File: config.mk
export PLATFORM = sky130hd
export DESIGN_NAME = bp_sweep_sched
export DESIGN_NICKNAME = d
export VERILOG_FILES = /design/src/rtl/bp_sweep_pkg.sv /design/src/rtl/sweep_freq_step.sv /design/src/rtl/bp_sweep_sched.sv
export SDC_FILE = /design/constraint.sdc
export NUM_CORES = 1
export LEC_CHECK = 0
export CORE_MARGIN = 4
export CORE_UTILIZATION = 48
export CTS_CLUSTER_DIAMETER = 80
export DETAILED_ROUTE_END_ITERATION = 8
export PLACE_DENSITY = 0.89
export SLEW_MARGIN = 20
export SYNTH_ARGS = -nofsm -noshare
export SYNTH_HDL_FRONTEND = slang
export SYNTH_HIERARCHICAL = 1
export SYNTH_SLANG_ARGS = --single-unit
File: constraint.sdc
create_clock -name clk -period 2.8 [get_ports clk]
set_clock_uncertainty 0.05 [all_clocks]
set_input_delay 0.56 -clock clk [delete_from_list [all_inputs] [get_ports clk]]
set_output_delay 0.56 -clock clk [all_outputs]
set_load 0.005 [all_outputs]
File: src/rtl/bp_sweep_pkg.sv
// Shared types and default widths for the band-pass bench sweep scheduler.
package bp_sweep_pkg;

  localparam int unsigned FW_DEF = 32;
  localparam int unsigned NW_DEF = 10;

  typedef enum logic [1:0] {
    IDLE = 2'd0,
    DC   = 2'd1,
    AC   = 2'd2,
    NEXT = 2'd3
  } sweep_state_e;

endpackage

File: src/rtl/sweep_freq_step.sv
// Next-frequency computation with carry-out overflow detect.
// SWEEP_LOG_EN selects the geometric step (f + (f >> f_shift)) instead of f + f_step.
module sweep_freq_step #(
  parameter int unsigned FW = 32
) (
  input  logic [FW-1:0] ac_freq,
  input  logic [FW-1:0] f_step,
`ifdef SWEEP_LOG_EN
  input  logic [4:0]    f_shift,
`endif
  output logic [FW-1:0] f_next,
  output logic          ovf
);

  logic [FW-1:0] incr;
  logic [FW:0]   sum;

`ifdef SWEEP_LOG_EN
  assign incr = ac_freq >> f_shift;
`else
  assign incr = f_step;
`endif

  assign sum = {1'b0, ac_freq} + {1'b0, incr};
  assign {ovf, f_next} = sum;

endmodule

File: src/rtl/bp_sweep_sched.sv
// Sweep scheduler: one DC operating-point request, then n_points AC requests over req/ack.
// Optional SWEEP_LOG_EN adds the f_shift port and uses a geometric frequency step.
module bp_sweep_sched
  import bp_sweep_pkg::*;
#(
  parameter int unsigned FW = FW_DEF,
  parameter int unsigned NW = NW_DEF
) (
  input  logic          clk,
  input  logic          rst,
  input  logic          start,
  input  logic          abort,
  input  logic [FW-1:0] f_start,
  input  logic [FW-1:0] f_step,
`ifdef SWEEP_LOG_EN
  input  logic [4:0]    f_shift,
`endif
  input  logic [NW-1:0] n_points,
  output logic          dc_req,
  input  logic          dc_ack,
  output logic          ac_req,
  input  logic          ac_ack,
  output logic [FW-1:0] ac_freq,
  output logic [NW-1:0] ac_index,
  output logic          busy,
  output logic          done,
  output logic          err
);

  sweep_state_e  state, state_n;
  logic [FW-1:0] f_start_q, f_step_q;
  logic [NW-1:0] n_q;
  logic [FW-1:0] f_next;
  logic          ovf;
  logic          latch_en, load_first, load_next, fin, set_err;

`ifdef SWEEP_LOG_EN
  logic [4:0] f_shift_q;
`endif

  sweep_freq_step #(.FW(FW)) u_step (
    .ac_freq (ac_freq),
    .f_step  (f_step_q),
`ifdef SWEEP_LOG_EN
    .f_shift (f_shift_q),
`endif
    .f_next  (f_next),
    .ovf     (ovf)
  );

  always_ff @(posedge clk) begin
    if (rst) state <= IDLE;
    else     state <= state_n;
  end

  // Abort is checked ahead of each ack so it always wins a same-cycle ack.
  always_comb begin
    state_n    = state;
    dc_req     = 1'b0;
    ac_req     = 1'b0;
    busy       = 1'b1;
    latch_en   = 1'b0;
    load_first = 1'b0;
    load_next  = 1'b0;
    fin        = 1'b0;
    set_err    = 1'b0;
    unique case (state)
      IDLE: begin
        busy = 1'b0;
        if (start) begin
          latch_en = 1'b1;
          state_n  = DC;
        end
      end
      DC: begin
        dc_req = 1'b1;
        if (abort) begin
          state_n = IDLE;
        end else if (dc_ack) begin
          if (n_q == '0) begin
            fin     = 1'b1;
            state_n = IDLE;
          end else begin
            load_first = 1'b1;
            state_n    = AC;
          end
        end
      end
      AC: begin
        ac_req = 1'b1;
        if (abort) begin
          state_n = IDLE;
        end else if (ac_ack) begin
          if (ac_index == n_q - NW'(1)) begin
            fin     = 1'b1;
            state_n = IDLE;
          end else begin
            state_n = NEXT;
          end
        end
      end
      NEXT: begin
        if (abort) begin
          state_n = IDLE;
        end else if (ovf) begin
          set_err = 1'b1;
          fin     = 1'b1;
          state_n = IDLE;
        end else begin
          load_next = 1'b1;
          state_n   = AC;
        end
      end
      default: state_n = IDLE;
    endcase
  end

  always_ff @(posedge clk) begin
    if (rst) begin
      f_start_q <= '0;
      f_step_q  <= '0;
      n_q       <= '0;
      ac_freq   <= '0;
      ac_index  <= '0;
      done      <= 1'b0;
      err       <= 1'b0;
`ifdef SWEEP_LOG_EN
      f_shift_q <= '0;
`endif
    end else begin
      done <= fin;
      if (latch_en) begin
        f_start_q <= f_start;
        f_step_q  <= f_step;
        n_q       <= n_points;
        err       <= 1'b0;
`ifdef SWEEP_LOG_EN
        f_shift_q <= f_shift;
`endif
      end
      if (set_err) err <= 1'b1;
      if (load_first) begin
        ac_freq  <= f_start_q;
        ac_index <= '0;
      end
      if (load_next) begin
        ac_freq  <= f_next;
        ac_index <= ac_index + NW'(1);
      end
    end
  end

endmodule

# Word-level counts from Yosys, hierarchy flattened
# Cells that the tools add are included.
# word_totals
regBits,120
# classes
eq_ne,7
muxes,38
n_addsub,3
n_reduce_logical,5
# ops
operator,count
32-bit two-way mux,2
32-bit by 32-bit adder with 33-bit output,1
1-bit two-way mux,23
10-bit two-way mux,2
2-bit two-way mux,9
"10-bit by 1-bit adder with 10-bit output, second input constant",1
10-bit equality test,1
10-bit logical NOT,1
"10-bit by 1-bit subtractor with 10-bit output, second input constant",1
2-bit case mux with 4 select lines,1
"3-bit != test, second input constant",2
"2-bit equality test, second input constant",2
2-bit nonzero test,2
1-bit case mux with 3 select lines,1
3-bit AND reduction,1
"2-bit by 1-bit equality test with 1-bit output, second input constant",1
2-bit logical NOT,1
"2-bit != test, second input constant",1

# Depth between registers and ports, before layout
# Gate-level depths: netlist of run 1.
# depth
depth_word,7
depth_mapped,14
mapped_depth_nobuf,13

# By module
# The synthesis of run 1 kept the hierarchy.
# modules_own_cells
module,area_per_inst_um2,seq_area_each_um2,instances,cells_each
bp_sweep_sched,5006.1,2402.3,1,605
sweep_freq_step,1901.8,0.0,1,274

# Worst setup path after synthesis of run 1
# OpenSTA, ideal clock, no wires.
# synth_path
kind,register to register
startpoint,reg ac_freq[0]
endpoint,reg ac_index[6]
arrival_time_ns,2.987
path_slack_ns,-0.325
stages_incl_launch_ff,15
required_time_ns,2.662
synth_period_minus_slack_ns,3.125
cell_sequence,dfxtp_1 ha_1 fa_1 a211oi_1 o211ai_1 a21oi_1 nor3_1 o21ai_0 a21oi_1 or3b_1 clkbuf_1 clkbuf_1 nor2_1 nor2_1 a311oi_2
# synth_via
elab_chain_cells,5
# synth_rtl
element,line,source
"start, declared",bp_sweep_sched.sv:23,"output logic [FW-1:0] ac_freq,"
"start signal, assigned",bp_sweep_sched.sv:143,ac_freq <= f_start_q;
"start signal, assigned",bp_sweep_sched.sv:147,ac_freq <= f_next;
32-bit by 32-bit adder with 33-bit output (*),sweep_freq_step.sv:24,"assign sum = {1'b0, ac_freq} + {1'b0, incr};"
net ovf,bp_sweep_sched.sv:34,logic ovf;
1-bit two-way mux (*),bp_sweep_sched.sv:105,end else if (ovf) begin
1-bit two-way mux (*),bp_sweep_sched.sv:103,if (abort) begin
1-bit two-way mux (*),bp_sweep_sched.sv:67,unique case (state)
10-bit two-way mux or 2-bit nonzero test (tied branches),--,
"end signal, assigned",bp_sweep_sched.sv:148,ac_index <= ac_index + NW'(1);
"end, declared",bp_sweep_sched.sv:24,"output logic [NW-1:0] ac_index,"
# The timed path passes the listed nets; every way through them passes the cells marked *.
# A chain may end at the register's enable or synchronous reset.

# Final worst setup path of run 1
# layout_path
startpoint,reg ac_freq[0]
endpoint,reg ac_index[8]
# The elaborated chain is that of the path after synthesis.

==> flow_summary.json, run 1 <==
{
  "die_width_um": 128,
  "ys_types": 72,
  "place_congestion": 0.902,
  "synth_area_leaders": "dfxtp_1 (35%), nand2_1 (10%), a21oi_1 (8.9%)",
  "crit_type": "reg -> reg",
  "yosys_warnings": 6,
  "drc": 0,
  "grt_pass1_vias": 7185,
  "cts_buffers": 17,
  "ctsHoldBuffers": 0,
  "io_pins": 127,
  "ys_seq_area_share_pct": 34.8,
  "synthSimpleGateAreaFrac_pct": 21.7,
  "clockBufferDepth": 2,
  "routedWlPerCell_um": 18.2,
  "synth_edf_count": 0,
  "drt-initial-drc-count": 789,
  "vias": 7560,
  "grt_setup_unrepaired": "yes",
  "final_layout_size_suffix_gt1_share_pct": 20.8,
  "antenna_found_initial": 0,
  "area_delta_synth_final_pct": 46.9,
  "slew_headroom_pct": 63.3,
  "placement_rows": 43,
  "fin_cells": 1273,
  "outcome": "finished, violations left",
  "multiInputGateArea_um2": 4540,
  "placed_cells": 1221,
  "cp.arrival_ps": 3420,
  "hold_class": "reg -> reg",
  "clkLatencyLatePin_ps": 430,
  "setup_viol": 44,
  "p_leak_nw": 4.42,
  "grt_overflow": 0,
  "fin_ws_ps": -322,
  "grt_max_degree": 65,
  "timing.hold.ws_ps": 403,
  "first_pass_iters": 6,
  "fp.coreArea_um2": 14000,
  "synth_top_cell_area_share_pct": 34.8,
  "drt_wl_total_um": 23100,
  "vdd_ir_drop_max_mv": 0.467,
  "synth_xor_area_share_pct": 4.69,
  "cts_tree": "yes",
  "clkTransAtPathRegs_ps": 60,
  "hold_violations": 0,
  "async_flop_share_pct": 0,
  "io_buffers": 126,
  "synthCells": 879,
  "worstMarginPinSlew_ps": 550,
  "worst-path-max-fanout": 5,
  "dp_hpwl_um": 14100,
  "syn_nets": 994,
  "grt_usage_pct": 25.9,
  "fmax_mhz": 320,
  "ff_latch_area_um2": 2400,
  "synth_compound_area_share_pct": 22.8,
  "required_ps": 3100,
  "diodes": 0,
  "period_share_pct": 112,
  "ctsRootBufferMaster": "clkbuf_16",
  "fill_cells": 988,
  "start_util_pct": 49.4,
  "finalMaxSlewViolations": 0,
  "dp_slack_ps": -377,
  "htreeDepth": 4,
  "cp-end-kind": "flop",
  "violations": "setup timing",
  "synth_top_family_by_area": "compound AO/OA/AOI/OAI gates",
  "syn_avg_cell_area_um2": 7.86,
  "dieArea_um2": 16400,
  "vias_per_cell": 5.94,
  "power_density_nw_per_um2": 467,
  "synthFlopType": "dfxtp_1",
  "yosys.area.top_type": "dfxtp_1",
  "cts_sinks": 120,
  "layout.nets": 1195,
  "crit_path_start_kind": "flop",
  "grt_first_pass_wirelength_um": 34600,
  "utilization_pct": 72.5,
  "synthMuxAreaShare_pct": 4.93,
  "netlist_area_um2": 6910,
  "maxCapViolations": 0,
  "synth-adder-area-share_pct": 6.45,
  "ys_seq_elements": 120,
  "setup_tns_ps": -8920,
  "antenna_left": 0,
  "min_period_ps": 3120,
  "die_h_um": 128
}
==> final timing paths <==
| check | slack (ps) | depth (start not counted) | endpoint | startpoint |
|---|---|---|---|---|
| max | -320 | 13 | ac_index[8] | ac_freq[0] |
| min | 400 | 2 | f_start_q[19] | f_start_q[19] |
| max reg2reg | -320 | 13 | ac_index[8] | ac_freq[0] |
| min reg2reg | 400 | 2 | f_start_q[19] | f_start_q[19] |
==> stage by stage <==
step,instance area (um2),total power [mW]
after floorplan,6950,2.20
after global placement,8880,2.45
after detailed placement,8880,2.47
after CTS,9840,4.71
after global routing,10100,4.90
final,10100,4.74
==> layer usage <==
metal	track usage, %	wire [um]	vias to the layer above
met5	0	0	-
met4	12.4	1030	0
met3	5.71	1550	96
met2	44.0	11200	388
met1	31.2	9350	3569
li1	-	-	3507
==> worst max-delay path: stages, from the launching register on <==
cell and delay, ps:
dfxtp_2 340, ha_4 160, fa_2 340, a211oi_2 260, o211ai_1 170, a21oi_2 230
nor3_2 80, o21ai_2 180, a21oi_2 100, or3b_4 430, nor3_2 140, nand3_1 140
or2_4 270, a21oi_2 160
==> registers in the layout (all words and copies together) (netlist names) <==
| register | cells |
|---|---|
| state | 2 |
| f_step_q | 32 |
| ac_index | 10 |
| err | 1 |
| done | 1 |
| ac_freq | 32 |
| f_start_q | 32 |
| n_q | 10 |
==> cells by family (layout without fill, tap and decap cells) <==
logic type | Yosys count | in the layout
DFF | 120 | 120
AOI/OAI and AO/OA | 250 | 250
muxes | 34 | 34
and+or+nand+nor | 337 | 338
adders and majority gates | 35 | 35
xor gates and xnor gates | 37 | 37
buffers and inverters | 66 | 279
==> timing repair <==
item / CTS / global route
pin swaps: 15 / 8
cloned: 4 / 6
resized for setup: 53 / 38
endpoints found under the setup margin: 43 / 44
buffers inserted: 8 / 2
==> where the power goes <==
group          leakage (nW)  internal (mW)  switching [mW]
combinational          3.14          0.312           0.331
sequential            0.980           1.79          0.0580
clock                 0.306           1.48           0.772
total                  4.42           3.58            1.16
==> cells in the mapped netlist (2+ instances only) <==
cell	count
nand2_1	184
a21oi_1	123
dfxtp_1	120
nor2_1	67
a211oi_1	40
clkbuf_1	40
ha_1	34
mux2i_1	34
nand3_1	22
xnor2_1	20
xor2_1	17
o21ai_0	16
a21o_1	13
inv_1	13
nor3_1	11
a31oi_1	7
and3_1	7
o211ai_1	7
buf_1	5
o21a_1	5
o21ai_1	5
o31ai_1	5
or2_2	5
and2_1	4
buf_12	4
nand2b_1	4
or3_1	4
a311oi_2	3
buf_2	3
nand4_1	3
nor2b_1	3
o21bai_1	3
a21boi_0	2
a31o_2	2
a41oi_1	2
and4_1	2
nor4_1	2
o2111ai_1	2
o31a_1	2
o31a_2	2
==> area by class of cell <==
type | instances | area share (%)
multi-input combinational | 694 | 44.7
sequential | 120 | 23.7
timing repair buffer | 234 | 22.9
clock buffer | 23 | 4.81
tap | 180 | 2.22
clock inverter | 9 | 1.18
inverter | 13 | 0.481
==> placed cells by master, fill, tap and decap left out, types with 4 or more instances in the layout <==
| cell | Yosys | layout |
|---|---|---|
| nand2_1 | 184 | 183 |
| clkdlybuf4s50_1 | 0 | 125 |
| a21oi_1 | 123 | 118 |
| dfxtp_1 | 120 | 118 |
| buf_4 | 0 | 88 |
| nor2_1 | 67 | 44 |
| mux2i_1 | 34 | 34 |
| ha_1 | 34 | 32 |
| nand3_1 | 22 | 22 |
| a211oi_1 | 40 | 21 |
| clkbuf_16 | 0 | 21 |
| xnor2_1 | 20 | 20 |
| a211oi_2 | 0 | 19 |
| xor2_1 | 17 | 17 |
| nor2_4 | 0 | 16 |
| inv_1 | 13 | 13 |
| o21ai_0 | 16 | 13 |
| a21o_1 | 13 | 13 |
| nor3_1 | 11 | 9 |
| buf_12 | 4 | 8 |
| o211ai_1 | 7 | 7 |
| and3_1 | 7 | 7 |
| nor2_2 | 0 | 7 |
| o21ai_1 | 5 | 7 |
| a31oi_1 | 7 | 6 |
| clkinv_2 | 0 | 6 |
| buf_6 | 1 | 6 |
| o31ai_1 | 5 | 5 |
| a21oi_2 | 0 | 5 |
| o21a_1 | 5 | 5 |
| nand2b_1 | 4 | 4 |
| clkbuf_8 | 0 | 4 |
No activity file was read; power rests on OpenSTA's default activity.
==> run 2, diff against run 1 <==
--- a/config.mk
+++ b/config.mk
@@ -5,6 +5,7 @@
 export SDC_FILE = /design/constraint.sdc
 export NUM_CORES = 1
 export LEC_CHECK = 0
+export CORE_ASPECT_RATIO = 0.8
 export CORE_MARGIN = 4
 export CORE_UTILIZATION = 48
 export CTS_CLUSTER_DIAMETER = 80
==> run 2 against run 1 <==
  * Largest cell class unchanged
  * Combinational power rose by 5.6%
  * First-iteration DRC count rose by 46%
  * Clock power barely moved
  * The flow still finishes with violations (setup timing)
  * Power rose by 1.3%
  * Critical path type unchanged
==> flow_summary.json, run 2 (same netlist as run 1, synthesis figures left out) <==
{
  "drc": 0,
  "cts_sinks": 120,
  "period_share_pct": 114,
  "drt-initial-drc-count": 1153,
  "grt_pass1_vias": 7379,
  "utilization_pct": 74.6,
  "die_h_um": 115,
  "final_layout_size_suffix_gt1_share_pct": 23.8,
  "fmax_mhz": 312,
  "final_cell_mix": "nand2_1 (180), clkdlybuf4s50_1 (125), a21oi_1 (118), dfxtp_1 (112), buf_4 (98)",
  "outcome": "finished, violations left",
  "vias_per_cell": 6.10,
  "crit_path_start_kind": "flop",
  "diodes": 0,
  "grt_first_pass_wirelength_um": 36100,
  "vdd_ir_drop_max_mv": 0.419,
  "start_util_pct": 49.9,
  "timing.hold.ws_ps": 402,
  "min_period_ps": 3200,
  "clkTransAtPathRegs_ps": 50,
  "finalMaxSlewViolations": 0,
  "crit_type": "reg -> reg",
  "reg.largest.list": "ac_freq x32, f_start_q x32, f_step_q x32",
  "cp.arrival_ps": 3500,
  "dieArea_um2": 16400,
  "io_buffers": 126,
  "hold_class": "reg -> reg",
  "grt_usage_pct": 27.1,
  "setup_tns_ps": -10010,
  "worstMarginPinSlew_ps": 944,
  "hold_violations": 0,
  "ctsRootBufferMaster": "clkbuf_16",
  "drt_wl_total_um": 25200,
  "fin_ws_ps": -405,
  "dp_hpwl_um": 14700,
  "worst-path-max-fanout": 4,
  "place_congestion": 0.960,
  "htreeDepth": 4,
  "grt_setup_unrepaired": "yes",
  "power_density_nw_per_um2": 465,
  "grt_overflow": 0,
  "first_pass_iters": 6,
  "io_pins": 127,
  "routedWlPerCell_um": 19.7,
  "total_power_mw": 4.80,
  "maxCapViolations": 0,
  "dpl_cell_area_um2": 8890,
  "slew_headroom_pct": 37.1,
  "cts_tree": "yes",
  "antenna_found_initial": 0,
  "cts_buffers": 17,
  "fp.coreArea_um2": 13800,
  "die_width_um": 142,
  "fill_cells": 880,
  "vias": 7808,
  "clkLatencyLatePin_ps": 420,
  "placement_rows": 38,
  "required_ps": 3090,
  "clockBufferDepth": 2,
  "grt_max_degree": 85,
  "violations": "setup timing",
  "stdcell_area_um2": 10300,
  "area_delta_synth_final_pct": 49.5,
  "antenna_left": 0,
  "layout.nets": 1202,
  "cp-end-kind": "flop",
  "final_common_cell": "nand2_1",
  "setup_viol": 43,
  "p_leak_nw": 4.46
}
==> run 2: cell types whose count changed in the layout (fill, tap and decap cells not counted), moves of 7 or more <==
| cell | delta |
|---|---|
| nor2_2 | +12 |
| nor2_1 | -11 |
| buf_4 | +10 |
| a211oi_2 | -7 |
==> run 2: worst paths after layout <==
check | startpoint | to | slack, ps | depth (start not counted)
min reg2reg | f_start_q[0] | f_start_q[0] | 400 | 2
max reg2reg | ac_freq[17] | ac_index[8] | -400 | 12
min | f_start_q[0] | f_start_q[0] | 400 | 2
max | ac_freq[17] | ac_index[8] | -400 | 12
==> run 2: through the flow <==
stage          instances  setup slack (ps)
6_report            1279              -405
3_5_place_dp        1229              -415
4_1_cts             1272              -187
2_1_floorplan        879             -89.6
5_1_grt             1279              -406
3_3_place_gp        1229              -331
==> run 2: repair_timing <==
item | CTS | global route
gates resized for setup | 49 | 90
hold buffers | 0 | 0
endpoints found under the setup margin | 43 | 44
cloned | 5 | 1
pin swaps | 9 | 18
setup buffers | 7 | 6
==> run 2: final cells by class <==
type / count / area (um2) / share of cell area, %
repair buffers: 241 / 2320 / 22.5
inverters: 13 / 48.8 / 0.473
well taps: 180 / 225 / 2.18
clock buffers: 23 / 498 / 4.82
clock inverters: 8 / 118 / 1.14
multi-input cells: 694 / 4700 / 45.5
flip-flops and latches: 120 / 2410 / 23.4
==> run 2: power by group <==
part / total [mW] / switching (mW) / internal (mW)
sequential: 1.85 / 0.0636 / 1.79
combinational: 0.679 / 0.358 / 0.320
clock: 2.27 / 0.769 / 1.51
==> run 2: worst max-delay path, stage by stage (launching register included) <==
cell and delay, ps:
dfxtp_2 340, ha_4 240, a21o_1 190, a31o_2 260, o21ai_1 360, a31oi_4 200
o21ai_2 200, a21oi_2 90, or3b_4 430, nor3_2 170, nand3_1 180, or2_4 280
a21oi_2 130
==> run 2: layer usage <==
metal	up-vias	share of wire (%)	routed length (um)	track usage, %
met3	139	8.1	2050	6.36
li1	3527	-	-	-
met4	0	4.6	1170	11.1
met2	503	48	12000	45.5
met1	3639	40	9960	33.7
met5	-	0	0	0
==> run 3, diff against run 2 <==
--- a/config.mk
+++ b/config.mk
@@ -8,7 +8,7 @@
 export CORE_ASPECT_RATIO = 0.8
 export CORE_MARGIN = 4
 export CORE_UTILIZATION = 48
-export CTS_CLUSTER_DIAMETER = 80
+export CTS_CLUSTER_DIAMETER = 40
 export DETAILED_ROUTE_END_ITERATION = 8
 export PLACE_DENSITY = 0.89
 export SLEW_MARGIN = 20
==> results of run 3 <==
No change in the layout: final DEF, timing and power equal those of run 2.
